### src/rtl/idu_inst_buffer.sv
// ---------------------------------------------------------------------------
// idu_inst_buffer
//   Instruction buffer between the fetch unit and the decode/dispatch stage.
//   Two-wide circular FIFO: up to two fetched instructions (inst, pc,
//   unaligned flag) are written per cycle, and the two oldest entries are
//   presented to the dispatcher, which retires 0, 1 or 2 per cycle.
//   A branch flush or exception/WFI detection empties the buffer.
//
//   Optional build macro: INSTBUF_OUT_ZERO_EN
//     defined   -> data outputs of a slot read as 0 while that slot is invalid
//     undefined -> data outputs always show the raw entry contents
// ---------------------------------------------------------------------------
module idu_inst_buffer #(
  parameter int INST_WIDTH = 32,
  parameter int PC_WIDTH   = 32,
  parameter int DEPTH      = 8
) (
  input  logic                  clk,
  input  logic                  rst_n,

  input  logic                  ifu_idu_fetch_vld,
  output logic                  idu_ifu_instBuffer_full,

  input  logic                  dispatch_vld_0,
  input  logic                  dispatch_vld_1,
  input  logic                  dispatcher_detect_exceptions_wfi,
  input  logic                  bru_flush,

  output logic                  instBuffer_inst_vld_0,
  output logic                  instBuffer_inst_vld_1,

  input  logic [INST_WIDTH-1:0] inst_in_0,
  input  logic [INST_WIDTH-1:0] inst_in_1,
  input  logic [PC_WIDTH-1:0]   pc_in_0,
  input  logic [PC_WIDTH-1:0]   pc_in_1,
  input  logic                  unalign_pc_in_0,
  input  logic                  unalign_pc_in_1,

  output logic [INST_WIDTH-1:0] inst_out_0,
  output logic [INST_WIDTH-1:0] inst_out_1,
  output logic [PC_WIDTH-1:0]   pc_out_0,
  output logic [PC_WIDTH-1:0]   pc_out_1,
  output logic                  unalign_pc_out_0,
  output logic                  unalign_pc_out_1
);

  localparam int PW = $clog2(DEPTH);
  localparam int CW = PW + 1;

  localparam logic [CW-1:0] CNT_DEPTH = CW'(DEPTH);
  localparam logic [CW-1:0] CNT_TWO   = CW'(2);
  localparam logic [PW-1:0] PTR_ONE   = PW'(1);
  localparam logic [PW-1:0] PTR_TWO   = PW'(2);

  // Storage and pointers
  logic [INST_WIDTH-1:0] inst_q    [DEPTH];
  logic [INST_WIDTH-1:0] inst_d    [DEPTH];
  logic [PC_WIDTH-1:0]   pc_q      [DEPTH];
  logic [PC_WIDTH-1:0]   pc_d      [DEPTH];
  logic                  unalign_q [DEPTH];
  logic                  unalign_d [DEPTH];

  logic [PW-1:0] wptr_q, wptr_d;
  logic [PW-1:0] rptr_q, rptr_d;
  logic [CW-1:0] cnt_q,  cnt_d;

  logic          full;
  logic          wr;
  logic          clear;
  logic [1:0]    ndisp_raw;
  logic [1:0]    ndisp;
  logic [PW-1:0] wptr_p1;
  logic [PW-1:0] rptr_p1;

  // Full when fewer than two entries remain free (registered count only)
  always_comb begin
    full = (CNT_DEPTH - cnt_q) < CNT_TWO;
  end

  // Write enable, dispatch amount and clear qualification
  always_comb begin
    clear   = bru_flush | dispatcher_detect_exceptions_wfi;
    wr      = ifu_idu_fetch_vld & ~full;
    wptr_p1 = wptr_q + PTR_ONE;
    rptr_p1 = rptr_q + PTR_ONE;

    // dispatch_vld_1 on its own retires nothing
    if (dispatch_vld_0)
      ndisp_raw = dispatch_vld_1 ? 2'd2 : 2'd1;
    else
      ndisp_raw = 2'd0;

    // Never retire more than is held; same-cycle writes are not visible yet
    if (cnt_q == '0)
      ndisp = 2'd0;
    else if ((cnt_q == CW'(1)) && (ndisp_raw == 2'd2))
      ndisp = 2'd1;
    else
      ndisp = ndisp_raw;
  end

  // Next-state for pointers and occupancy; clear overrides write and dispatch
  always_comb begin
    wptr_d = wptr_q;
    rptr_d = rptr_q;
    cnt_d  = cnt_q;
    if (clear) begin
      wptr_d = '0;
      rptr_d = '0;
      cnt_d  = '0;
    end else begin
      if (wr)
        wptr_d = wptr_q + PTR_TWO;
      rptr_d = rptr_q + PW'(ndisp);
      cnt_d  = cnt_q + (wr ? CNT_TWO : '0) - CW'(ndisp);
    end
  end

  // Next-state for entry storage: two consecutive slots per accepted fetch
  always_comb begin
    for (int i = 0; i < DEPTH; i++) begin
      inst_d[i]    = inst_q[i];
      pc_d[i]      = pc_q[i];
      unalign_d[i] = unalign_q[i];
    end
    if (wr && !clear) begin
      inst_d[wptr_q]     = inst_in_0;
      pc_d[wptr_q]       = pc_in_0;
      unalign_d[wptr_q]  = unalign_pc_in_0;
      inst_d[wptr_p1]    = inst_in_1;
      pc_d[wptr_p1]      = pc_in_1;
      unalign_d[wptr_p1] = unalign_pc_in_1;
    end
  end

  // Pointer and occupancy registers
  always_ff @(posedge clk or negedge rst_n) begin
    if (!rst_n) begin
      wptr_q <= '0;
      rptr_q <= '0;
      cnt_q  <= '0;
    end else begin
      wptr_q <= wptr_d;
      rptr_q <= rptr_d;
      cnt_q  <= cnt_d;
    end
  end

  // Entry storage registers
  always_ff @(posedge clk or negedge rst_n) begin
    if (!rst_n) begin
      for (int i = 0; i < DEPTH; i++) begin
        inst_q[i]    <= '0;
        pc_q[i]      <= '0;
        unalign_q[i] <= 1'b0;
      end
    end else begin
      for (int i = 0; i < DEPTH; i++) begin
        inst_q[i]    <= inst_d[i];
        pc_q[i]      <= pc_d[i];
        unalign_q[i] <= unalign_d[i];
      end
    end
  end

  // Output slots decoded from registered state; no input-to-output bypass
  always_comb begin
    idu_ifu_instBuffer_full = full;
    instBuffer_inst_vld_0   = (cnt_q >= CW'(1));
    instBuffer_inst_vld_1   = (cnt_q >= CNT_TWO);

    inst_out_0       = inst_q[rptr_q];
    pc_out_0         = pc_q[rptr_q];
    unalign_pc_out_0 = unalign_q[rptr_q];
    inst_out_1       = inst_q[rptr_p1];
    pc_out_1         = pc_q[rptr_p1];
    unalign_pc_out_1 = unalign_q[rptr_p1];

`ifdef INSTBUF_OUT_ZERO_EN
    if (!instBuffer_inst_vld_0) begin
      inst_out_0       = '0;
      pc_out_0         = '0;
      unalign_pc_out_0 = 1'b0;
    end
    if (!instBuffer_inst_vld_1) begin
      inst_out_1       = '0;
      pc_out_1         = '0;
      unalign_pc_out_1 = 1'b0;
    end
`else
    // Raw entry contents are presented regardless of the valid flags
`endif
  end

endmodule

### config.mk
export PLATFORM = sky130hd
export DESIGN_NAME = idu_inst_buffer
export DESIGN_NICKNAME = d
export VERILOG_FILES = /design/src/rtl/idu_inst_buffer.sv
export SDC_FILE = /design/constraint.sdc
export NUM_CORES = 1
export LEC_CHECK = 0
export CAP_MARGIN = 25
export CORE_ASPECT_RATIO = 1.4
export CORE_MARGIN = 10
export CORE_UTILIZATION = 40
export CTS_CLUSTER_SIZE = 25
export DETAILED_ROUTE_END_ITERATION = 16
export PLACE_DENSITY_LB_ADDON = 0.08
export REMOVE_ABC_BUFFERS = 1
export SLEW_MARGIN = 20
export SYNTH_ARGS = -nofsm -noshare
export SYNTH_HDL_FRONTEND = slang
export SYNTH_SLANG_ARGS = --single-unit
### constraint.sdc
create_clock -name clk -period 3.15 [get_ports clk]
set_input_delay 0.315 -clock clk [delete_from_list [all_inputs] [get_ports clk]]
set_output_delay 0.315 -clock clk [all_outputs]
set_load 0.02 [all_outputs]
==> results_dict.tcl <==
set metrics [dict create \
    worst_pin_slew_ns 0.8329 \
    wl_per_cell_microns 27.04 \
    grt_antenna_before_repair 4 \
    final.period_utilization_pct 101.2 \
    rsz0062_at_grt "yes" \
    fp.dieH_microns 337.4 \
    grt_max_degree 108 \
    fmax_mhz 313.6 \
    slew_violations 0 \
    critPathArrivalTime_ns 2.87 \
    hp-class "in2async" \
    post-route-util_pct 50.46 \
    ys_seq_elements 529 \
    p_per_area_mw_per_mm2 789.7 \
    gr-total-overflow 0 \
    worstSetupEndpointType "output pin" \
    design.core.area_sq_mm 0.07141 \
    yosys.area.top_type "dfrtp_1" \
    area_growth_pct 25.22 \
    status "complete, but fails checks" \
    first_iter_violations 1192 \
    synth_commonest_cells "dfrtp_1 (529), mux2_2 (281), mux4_2 (260), inv_1 (208), nand2_1 (199)" \
    cts.reportedPaths.clkPinSlew_ns 0.06 \
    critPathLaunchType "flop" \
    numPortBuffers 269 \
    placed_area_sq_mm 0.03303 \
    dr_total_vias 18810 \
    gr-usage-all-layers_pct 21.79 \
    hold_ws_ns 0.2121 \
    viasPerCell 5.631 \
    syn_area_sq_mm 0.02878 \
    clock_path_buffers 3 \
    power_w 0.02846 \
    cts_buffers 56 \
    grt_pass1_vias 20770 \
    nNetsFinal 2506 \
    critical_path_class "reg2out" \
    maxSlewHeadroom_pct 44.48 \
    cp_max_fo 8 \
    ys.flop_type "dfrtp_1" \
    final_area_sq_mm 0.03603 \
    row_count 116 \
    fp.dieArea_sq_mm 0.08322 \
    async_reset_ff_share_pct 100.0 \
    synthCells 2060 \
    synth_warnings 0 \
    ioPinCount 270 \
    ys_types 29 \
    dp_hpwl_microns 52030 \
    synth_enable_flop_cells 0 \
    setup_viol_count_final 17 \
    seq_area_frac_synth_pct 46.00 \
    synth_top_area_share_pct 46.00 \
    clk_latency_ns 0.64 \
    crit_required_ns 2.83 \
    p_leak_nw 17.11 \
    wl_microns 90340 \
    crit_buf_inv 4 \
    cts.htree.levels 2 \
    synth_most_common_cell "dfrtp_1" \
    drv_cap 0 \
    violations "negative setup slack" \
    fin_skew_ns 0.03563 \
    gp_congestion 0.7889 \
    antenna_left 0 \
    crit_chain "ha_4, buf_12, buf_12, buf_6, mux4_2, mux2_4, buf_6" \
    cts_tree "yes" \
    syn_area_per_cell_sq_um 13.97 \
    cpPeakStageDelay_ns 0.51 \
    grt_pass1_wl_microns 136000 \
    period_needed_ns 3.189 \
    cts_root_buf "clkbuf_16" \
    drive_above_1_share_pct 35.24 \
    peakVddDrop_uv 429.9 \
    cp_slowest_cell "dfrtp_4" \
    clkSinkCount 529 \
    hold_viol_final 0 \
    synthTopCellsByArea "dfrtp_1 (46%), mux4_2 (20%), mux2_2 (11%)" \
    cp_top_family "multiplexers" \
    setup_ws_ns -0.03880 \
    remaining_drc_errors 0 \
    fp.dieW_microns 246.7 \
    initial_utilization_pct 40.30 \
    first_pass_iters 5 \
]
==> power by group <==
group	total, W	switching, W	leakage (nW)	internal [W]
logic	0.0109	0.00502	9.58	0.00588
clock network	0.00732	0.00292	0.993	0.00440
registers	0.0102	0.00150	6.54	0.00874
==> cells by family after synthesis <==
group | after synthesis | synth area share [%]
flops | 529 | 46.00
xor+xnor | 3 | 0.09132
mux | 845 | 42.39
compound gates | 71 | 2.170
buf+inv | 368 | 5.322
fa+ha+maj | 20 | 0.9479
simple gates | 224 | 3.074
==> layout by cell type (no fill, tap or decap), drive strengths merged, types with 2 or more instances in the layout <==
cell type,Yosys,final
a22o,65,65
and2,3,3
buf,100,176
bufbuf,0,6
bufinv,0,10
clkbuf,60,91
clkdlybuf4s15,0,19
clkdlybuf4s50,0,141
clkinv,0,11
dfrtp,529,529
diode,0,2
dlygate4sd2,0,34
dlymetal6s2s,0,2
fa,3,3
ha,17,17
inv,208,211
mux2,390,390
mux2i,195,195
mux4,260,260
nand2,199,199
nand3,2,2
nand4,8,8
nor2,8,8
o21ai,3,3
xor2,2,2
==> metrics by stage <==
stage / setup WS (ns) / setup TNS, ns / std cells
detailed placement: 0.06653 / 0 / 3176
floorplan: -10.20 / -2741.81 / 1900
finish: -0.03880 / -0.2964 / 3341
global route: -0.1114 / -2.934 / 3341
global placement: 0.09774 / 0 / 3176
CTS: -0.2000 / -3.859 / 3330
==> per-layer routing <==
| layer | track usage [%] | part of all wire [%] | up-vias |
|---|---|---|---|
| li1 | - | - | 8098 |
| met1 | 27.59 | 41 | 10120 |
| met2 | 37.30 | 51 | 482 |
| met3 | 4.036 | 5.0 | 111 |
| met4 | 6.615 | 2.4 | 4 |
| met5 | 0 | 0.025 | - |
==> worst paths after layout <==
kind	startpoint	cells past startpoint	slack (ns)	endpoint
max	rptr_q[1]$_DFF_PN0_	7	-0.04	pc_out_1[3]
min	rst_n	2	0.21	pc_q[144]$_DFFE_PN0P_
max reg2reg	cnt_q[0]$_DFF_PN0_	12	0.21	cnt_q[3]$_DFF_PN0_
min reg2reg	pc_q[170]$_DFFE_PN0P_	1	0.51	pc_q[170]$_DFFE_PN0P_
max in group asynchronous	rst_n	3	1.85	inst_q[138]$_DFFE_PN0P_
min in group clk	pc_in_1[20]	3	0.35	pc_q[84]$_DFFE_PN0P_
==> cell type report <==
cell class                 instances  area, sq um
fill                            6257        35370
multi-input combinational       1163        14170
sequential                       529        13250
timing repair buffer             391         4632
clock buffer                      79         1619
tap                              944         1181
inverter                         208        780.7
clock inverter                    25        392.9
antenna                            2        5.005
==> repair_timing <==
| item | in CTS | in global routing |
|---|---|---|
| cloned | 22 | 2 |
| hold buffers | 1 | 0 |
| setup endpoints to repair | 131 | 67 |
| buffers inserted | 27 | 12 |
| hold endpoints to repair | 48 | 0 |
| pin swaps | 1 | 2 |
| gates resized for setup | 403 | 76 |
==> sequential cells by signal (all words and copies together) (netlist names) <==
register / cells
unalign_q: 8
inst_q: 256
pc_q: 256
rptr_q: 3
wptr_q: 2
cnt_q: 4
(Power assumes the default switching activity.)
==> patch: new RTL, same flow settings <==
Set the parameter `PC_WIDTH` to 16 (it was 32).
--- a/src/rtl/idu_inst_buffer.sv
+++ b/src/rtl/idu_inst_buffer.sv
@@ -12,7 +12,7 @@
 // ---------------------------------------------------------------------------
 module idu_inst_buffer #(
   parameter int INST_WIDTH = 32,
-  parameter int PC_WIDTH   = 32,
+  parameter int PC_WIDTH   = 16,
   parameter int DEPTH      = 8
 ) (
   input  logic                  clk,
Ports: changed (resized pc_in_0, pc_in_1, pc_out_0 and pc_out_1); port bits go from 270 to 206. The function was not compared with the original's and may differ.
==> patch against the original RTL <==
Setup slack gained 0.054 ns. Via count shrank 25%. Sequential cell count shrank 128. Area after synthesis down 24%. Final area decreased by 25%. Total power is 25% lower. Count of clock-buffer cells in the layout is 18 lower. Wire length decreased by 28%. Critical path type unchanged. Largest cell class unchanged. Largest power group unchanged.
==> patch: results (changes against the original RTL) <==
Outcome: finished clean
Total of endpoints with negative setup slack in the final report: 0 (-17)
Leading cell types by total area after synthesis: sky130_fd_sc_hd__dfrtp_1, sky130_fd_sc_hd__mux4_2, sky130_fd_sc_hd__mux2_2
Antenna cell count: 1 (-1)
Pre-CTS worst setup slack: 0.161 ns (+0.0941 ns)
Layout multi-input combinational cell count: 891 (-23%)
Worst path setup slack after routing: 0.0150 ns (+0.0538 ns)
FF-to-FF setup slack: 0.24 ns (+0.03 ns)
Finished Layout Cells: 2533 (-24%)
Arrival time reported for the critical path endpoint: 2.82 ns (-0.05 ns)
Setup bufs post-CTS: 15 (-44%)
Placed Instance Area: 25000 sq um (-24%)
Largest stage delay, worst path: 0.54 ns (+0.03 ns)
NonClk Buf Share: 0.118 (-0.0104)
Vias in the first global route: 15600 (-25%)
Clock tree skew after final layout: 0.0160 ns (-0.0196 ns)
Flip-flop and latch count after synthesis: 401 (-24%)
Worst IR drop on VDD: 0.000460 V (+7.1%)
Drt via density: 5.59 (-0.72%)
Fillers: 4701 (-25%)
Clock network area share: 0.0547 (-0.00114)
Logic inverters: 160 (-23%)
Leak: 13.0 nW (-24%)
Starting DRC count in detailed routing: 800 (-33%)
Global-route wire length before repair: 98.1 mm (-28%)
Last weighted congestion value of the routability-driven placer: 0.759 (-3.8%)
Detailed-route wire length: 64.7 mm (-28%)
Total Nets Final: 1905 (-24%)
Number of instances in the synthesized netlist: 1573 (-24%)
Number of antenna violations at the first check in global routing: 5 (+1)
Share of final-layout standard cells stronger than drive strength 1: 0.358 (+0.00596)
Total clock buffers created by CTS: 45 (-20%)
DP Wirelength: 37.8 mm (-27%)
Dpl cells: 2417 (-24%)
Pint: 14.2 mW (-25%)
Count of buffers inserted at the top-level ports: 205 (-24%)
Tot GR Track Use: 0.199 (-0.0192)
Clock network latency to the later pin of the worst-skew pair: 0.56 ns (-0.08 ns)
Layout Area Growth over Synthesis: 23.4%
Launch point of the worst reg-to-reg path: cnt_q[1]
Top cells by count, synth: sky130_fd_sc_hd__dfrtp_1, sky130_fd_sc_hd__mux2_2, sky130_fd_sc_hd__mux4_2
Post-Route Hold Slack: 0.326 ns (+0.114 ns)
Largest net degree at the start of global routing: 77 (-29%)
Quantity of gates resized following cts: 201 (-50%)
Number of clock buffers in the layout: 61 (-23%)
Footprint of the multi-input gates: 10800 sq um (-24%)
Maximum fanout count along the critical path: 5 (-3)
Signal buffers: 281 (-28%)
Clock group: 5.37 mW (-27%)
Slew @ Worst Pin: 0.674 ns (-0.159 ns)
Net Switching: 7.02 mW (-26%)
Share of cell area taken by flip-flops and latches: 0.372 (+0.00445)
Top flip-flop cell by instance count after synthesis: sky130_fd_sc_hd__dfrtp_1
Sequential share of the synthesized area: 0.459 (-0.00124)
Leading registers by flop count: inst_q (256), pc_q (128), unalign_q (8)
Cell depth of the worst flop-to-flop path: 11 (-1)
## patch: layer usage
metal  track usage  part of all wire  up-vias
li1              -                 -     6128
met1         0.254              0.43     7634
met2         0.343              0.51      318
met3        0.0378             0.047       72
met4        0.0432             0.016        8
met5             0           0.00076        -
## patch: cell families (layout without fill, tap and decap cells)
logic type / Yosys count / after routing / share of synthesized area
fa+ha+maj: 20 / 20 / 0.0125
compound gates: 55 / 55 / 0.0221
simple gates: 176 / 176 / 0.0322
xor+xnor: 3 / 3 / 0.00120
other cells: 0 / 1 / 0
mux: 637 / 637 / 0.420
buf+inv: 281 / 519 / 0.0527
flops: 401 / 401 / 0.459
## patch: how the worst max path moves through the flow
stage | end | depth (start not counted) | from
floorplan | inst_out_1[12] | 3 | rptr_q[0]
global placement | cnt_q[3] | 11 | cnt_q[1]
detailed placement | cnt_q[3] | 11 | cnt_q[1]
CTS | inst_out_0[17] | 4 | rptr_q[0]
global route | pc_out_1[0] | 7 | rptr_q[0]
finish | inst_out_1[11] | 7 | rptr_q[0]
